<file path="src/rtl/display_scan_timer.sv">
// Scan timer for multiplexed seven-segment displays: steps the digit index once per slot,
// requests a shift-register load at each slot start and releases blanking by brightness.
module display_scan_timer #(
  parameter int NUM_DIGITS  = 4,
  parameter int CLK_DIVIDE  = 12000,
  parameter int LOAD_CYCLES = 17
) (
  input  logic                          sysclk,
  input  logic                          rst_n,
  input  logic                          en,
  input  logic [6:0]                    brightness,
  input  logic                          load_done,
  output logic [$clog2(NUM_DIGITS)-1:0] digit_sel,
  output logic                          blank,
  output logic                          load_req,
  output logic                          frame_start,
  output logic                          load_timeout
);
  localparam int DW = $clog2(NUM_DIGITS);
  localparam int CW = $clog2(CLK_DIVIDE);
  // Wide enough for b_lat*CLK_DIVIDE and LOAD_CYCLES+CLK_DIVIDE without truncation
  localparam int RW = $clog2(CLK_DIVIDE * 100 + LOAD_CYCLES + 1) + 1;

  logic [CW-1:0] cnt;
  logic          active;
  logic          load_pend;
  logic [6:0]    b_lat;
  logic [6:0]    b_clamp;
  logic [RW-1:0] on_time;
  logic [RW-1:0] r_comb;
  logic [RW-1:0] r_reg;
  logic [RW-1:0] r_use;
  logic [RW-1:0] cnt_ahead;
  logic          slot_end;
  logic          pend_clear;
  logic          release_hit;
  logic [DW-1:0] digit_next;

  always_comb begin
    b_clamp     = (brightness > 7'd100) ? 7'd100 : brightness;
    on_time     = (RW'(b_lat) * RW'(CLK_DIVIDE)) / RW'(100);
    r_comb      = RW'(LOAD_CYCLES) + RW'(CLK_DIVIDE) - on_time;
    // r_reg only becomes valid after the slot-start cycle, so bypass it there
    r_use       = (cnt == '0) ? r_comb : r_reg;
    cnt_ahead   = RW'(cnt) + RW'(1);
    slot_end    = (cnt == CW'(CLK_DIVIDE - 1));
    pend_clear  = ~load_pend | load_done;
    release_hit = (cnt_ahead >= r_use) & pend_clear;
    digit_next  = (digit_sel == DW'(NUM_DIGITS - 1)) ? '0 : digit_sel + DW'(1);
  end

  always_ff @(posedge sysclk or negedge rst_n) begin
    if (!rst_n) begin
      cnt          <= '0;
      active       <= 1'b0;
      load_pend    <= 1'b0;
      b_lat        <= '0;
      r_reg        <= '0;
      digit_sel    <= '0;
      blank        <= 1'b1;
      load_req     <= 1'b0;
      frame_start  <= 1'b0;
      load_timeout <= 1'b0;
    end else if (!en) begin
      cnt          <= '0;
      active       <= 1'b0;
      load_pend    <= 1'b0;
      digit_sel    <= '0;
      blank        <= 1'b1;
      load_req     <= 1'b0;
      frame_start  <= 1'b0;
      load_timeout <= 1'b0;
    end else if (!active || slot_end) begin
      // Next cycle is a slot start; a load_done seen now belongs to the slot ending
      cnt       <= '0;
      active    <= 1'b1;
      load_pend <= 1'b1;
      b_lat     <= b_clamp;
      blank     <= 1'b1;
      load_req  <= 1'b1;
      if (!active) begin
        digit_sel    <= '0;
        frame_start  <= 1'b1;
        load_timeout <= 1'b0;
      end else begin
        digit_sel    <= digit_next;
        frame_start  <= (digit_next == '0);
        load_timeout <= load_pend & ~load_done;
      end
    end else begin
      cnt          <= cnt + CW'(1);
      r_reg        <= r_comb;
      load_req     <= 1'b0;
      frame_start  <= 1'b0;
      load_timeout <= 1'b0;
      if (load_done) begin
        load_pend <= 1'b0;
      end
      blank <= blank & ~release_hit;
    end
  end

endmodule

</file>
<file path="config.mk">
export PLATFORM = sky130hd
export DESIGN_NAME = display_scan_timer
export DESIGN_NICKNAME = d
export VERILOG_FILES = /design/src/rtl/display_scan_timer.sv
export SDC_FILE = /design/constraint.sdc
export NUM_CORES = 1
export LEC_CHECK = 0
export BUFFER_PORTS_ARGS = -buffer_cell sky130_fd_sc_hd__buf_2
export CAP_MARGIN = 20
export CORE_ASPECT_RATIO = 0.9
export CORE_MARGIN = 4
export CORE_UTILIZATION = 50
export CTS_BUF_LIST = sky130_fd_sc_hd__clkbuf_8
export CTS_CLUSTER_DIAMETER = 100
export DETAILED_ROUTE_END_ITERATION = 8
export PLACE_DENSITY = 0.76
export REMOVE_ABC_BUFFERS = 1
export SYNTH_ARGS = -nofsm -noshare
export SYNTH_HDL_FRONTEND = slang
export SYNTH_SLANG_ARGS = --single-unit
</file>
<file path="constraint.sdc">
create_clock -name sysclk -period 15.7 [get_ports sysclk]
set_clock_uncertainty 0.05 [all_clocks]
set_input_delay 0 -clock sysclk [delete_from_list [all_inputs] [get_ports sysclk]]
set_output_delay 0 -clock sysclk [all_outputs]
set_load 0.05 [all_outputs]
</file>
==> results by group <==
Global route
  – GR peak layer: met2
  – GR Layer Usage met2: 38.1%
  – Largest net degree at the start of global routing: 52
  – First-pass GRT wire length: roughly 37000 um
  – Total GRT Usage: 24.4%
  – Met1 usage: 35.9%
  – GRT met3 Usage: 3.64%
  – Remaining Overflow, GRT: 0
  – Initial antenna violation count: 0
  – Vias in the first global route: a little under 8000

STA
  – Final Hold Fails: 0
  – Max Fclk: 0.0648 GHz
  – Crit share post-route: 98.2%
  – Relative slew margins: a little under a third
  – Slew Limit Fails: 0
  – Fin crit period: 15.42 ns
  – Setup violations, final: 0
  – Slew @ Worst Pin: around 1.0 ns
  – RSZ-0062 raised after global routing: true

Logic synthesis
  – Netlist cell types: 101
  – Synth Register Bits: 51
  – Mapped Avg Cell Area: 7.90 um2
  – Synth Instances: roughly 980
  – Synth warn: 0
  – Number of synthesized flops with an enable pin: 0
  – Sequential area share after synthesis: 16.4%
  – Asr flop ratio synth: between 90% and 100%
  – Mapped cell area: ~7800 um2
  – Primary FF master, synth: dfrtp_1

Placement
  – Post-placement cell count: 1317
  – Detailed placement HPWL: 16900 um
  – DP Area: ~9000 um2
  – Port bufs: 16
  – Final RePlAce weighted congestion: 1.02

CTS
  – H-tree depth: 2
  – Inserted Clock Buffers: 5
  – Reg clk slew, reported paths: 0.10 ns
  – CTS tree: yes
  – Root Driver: clkbuf_8
  – Clk buf depth: 2
  – CTS sink cnt: 51
  – Worst skew pair latency: 0.32 ns

Final layout
  – Nets@finish: ~1300
  – Most common cell after layout, fill and taps aside: buf_4
  – Final std cells w/o fill: 1368
  – Max reg flops: 22
  – Most frequent cells in the layout: buf_4 (185), nand2_1 (93), nor2_1 (74)
  – Sequential Area: 1280 um2
  – Share of layout cells above drive strength 1: a little under a third
  – Final Instance Area: roughly 10000 um2
  – Fillers: 1137
  – Area Overhead vs Synth: 33.6%
  – Diodes inserted: 0
  – Area of the multi-input gates: 6890 um2

Run status
  – Outcome: complete, no violations

Setup path
  – Worst Path Buf+Inv: 9
  – Worst path max stage delay: 0.58 ns
  – Crit path kind: reg -> reg
  – Crit-path slowest cell: fa_1
  – Crit. End Element: register
  – Largest delay contributor family on the critical path: compound AO/OA/AOI/OAI gates
  – Arrival @ worst endpoint: 15.62 ns
  – CP required: 15.90 ns
  – Top cell by count, worst path: buf_4
  – Largest fanout on the critical path: 9
  – CP Launch Type: register

Floorplan
  – Die Span Y: 126 um
  – Starting Density: 51.9%
  – Die W: 139 um
  – Num rows: 42
  – Core area: roughly 15000 um2
  – I/O pin cnt: 17
  – Die area: roughly 18000 um2

Drt
  – DRT Pass-1 Iters: 6
  – DRT iter0 DRCs: 699
  – Avg WL per Cell: 17.3 um
  – DR vias: around 8600
  – Residual DRC: 0
  – Detailed Route WL: 23700 um
  – DRT antenna net count: 0
  – Via-to-Cell Ratio: 6.26

Hold path
  – Worst hold path class: in -> async

Job
  – Max-cap violations: 0
-- layer usage --
metal / part of all wire [%] / vias to the layer above
met4: 1.3 / 0
met2: 46 / 355
met1: 45 / 4106
met3: 7.1 / 42
li1: - / 4059
met5: 0 / -
-- per-stage QoR --
stage	util (%)	setup WS [ns]	hold WS (ns)	setup TNS (ns)
2_1_floorplan	-	-0.497	-0.346	-0.497
3_3_place_gp	60.9	-0.0453	0.106	-0.0453
3_5_place_dp	60.9	-0.276	0.110	-0.276
4_1_cts	64.0	0.00140	0.304	0
5_1_grt	69.3	-0.496	0.324	-0.496
6_report	69.3	0.276	0.274	0
-- cell type report --
| class | count | share of cell area [%] |
|---|---|---|
| multi-input cells | 841 | 66.4 |
| repair buffers | 218 | 15.9 |
| flip-flops and latches | 51 | 12.3 |
| well taps | 198 | 2.39 |
| inverters | 52 | 1.90 |
| clock buffers | 6 | 0.795 |
| clock inverters | 2 | 0.374 |
-- timing repair --
action | in CTS | in global routing
endpoints found under the setup margin | 1 | 1
hold endpoints to repair | 62 | 0
pin swaps | 18 | 72
setup buffers | 7 | 26
hold buffers | 11 | 0
gates resized for setup | 42 | 121
-- Yosys cell counts, types with 11 or more instances --
cell | n | share of area, %
mux2i_1 | 21 | 2.7
clkbuf_1 | 25 | 1.2
a21o_1 | 16 | 1.5
o21ai_0 | 44 | 2.8
ha_1 | 60 | 9.7
o21ai_1 | 12 | 0.77
fa_1 | 19 | 4.9
nor4_1 | 11 | 0.89
a31oi_1 | 12 | 0.97
o211ai_1 | 12 | 1.2
xnor2_1 | 39 | 4.4
inv_1 | 49 | 2.4
nand2_1 | 95 | 4.6
a21oi_1 | 57 | 3.7
and2_1 | 28 | 2.3
or3_1 | 17 | 1.4
nor3_1 | 21 | 1.4
dfrtp_1 | 50 | 16
a211oi_1 | 11 | 1.1
nand4_1 | 16 | 1.3
nand3_1 | 37 | 2.4
o21a_1 | 14 | 1.4
nor2_1 | 76 | 3.7
and3_1 | 18 | 1.4
xor2_1 | 18 | 2.0
-- path summary, 6_finish.rpt --
path	startpoint	endpoint	slack, ns	cells after the start
max	b_lat[5]	blank	0.28	71
min	rst_n	r_reg[16]	0.27	3
max reg2reg	b_lat[5]	blank	0.28	71
min reg2reg	r_reg[11]	r_reg[11]	0.44	2
max in group asynchronous	rst_n	r_reg[9]	14.89	3
min in group sysclk	en	active	0.34	2
-- cell families after synthesis --
family	count (synthesis)	synth area share, %
AND/OR/NAND/NOR	374	24.7
buffers and inverters	91	4.70
AO/OA/AOI/OAI	300	28.6
XOR/XNOR	59	6.99
flip-flops	51	16.4
multiplexers	27	3.72
adder cells (fa/ha/maj)	81	14.8
-- worst register-to-register path: cells and delay by family, from the launching register on --
| kind | cells | cell delay (ns) |
|---|---|---|
| buffers and inverters | 9 | 1.31 |
| adder cells (fa/ha/maj) | 8 | 2.87 |
| AND/OR/NAND/NOR | 21 | 4.02 |
| multiplexers | 1 | 0.22 |
| AO/OA/AOI/OAI | 28 | 5.80 |
| XOR/XNOR | 4 | 0.66 |
| flip-flops | 1 | 0.41 |
Power is left out: the tool's default activity adds up to more than one toggle a clock period on the data nets, which glitch-free logic cannot reach.
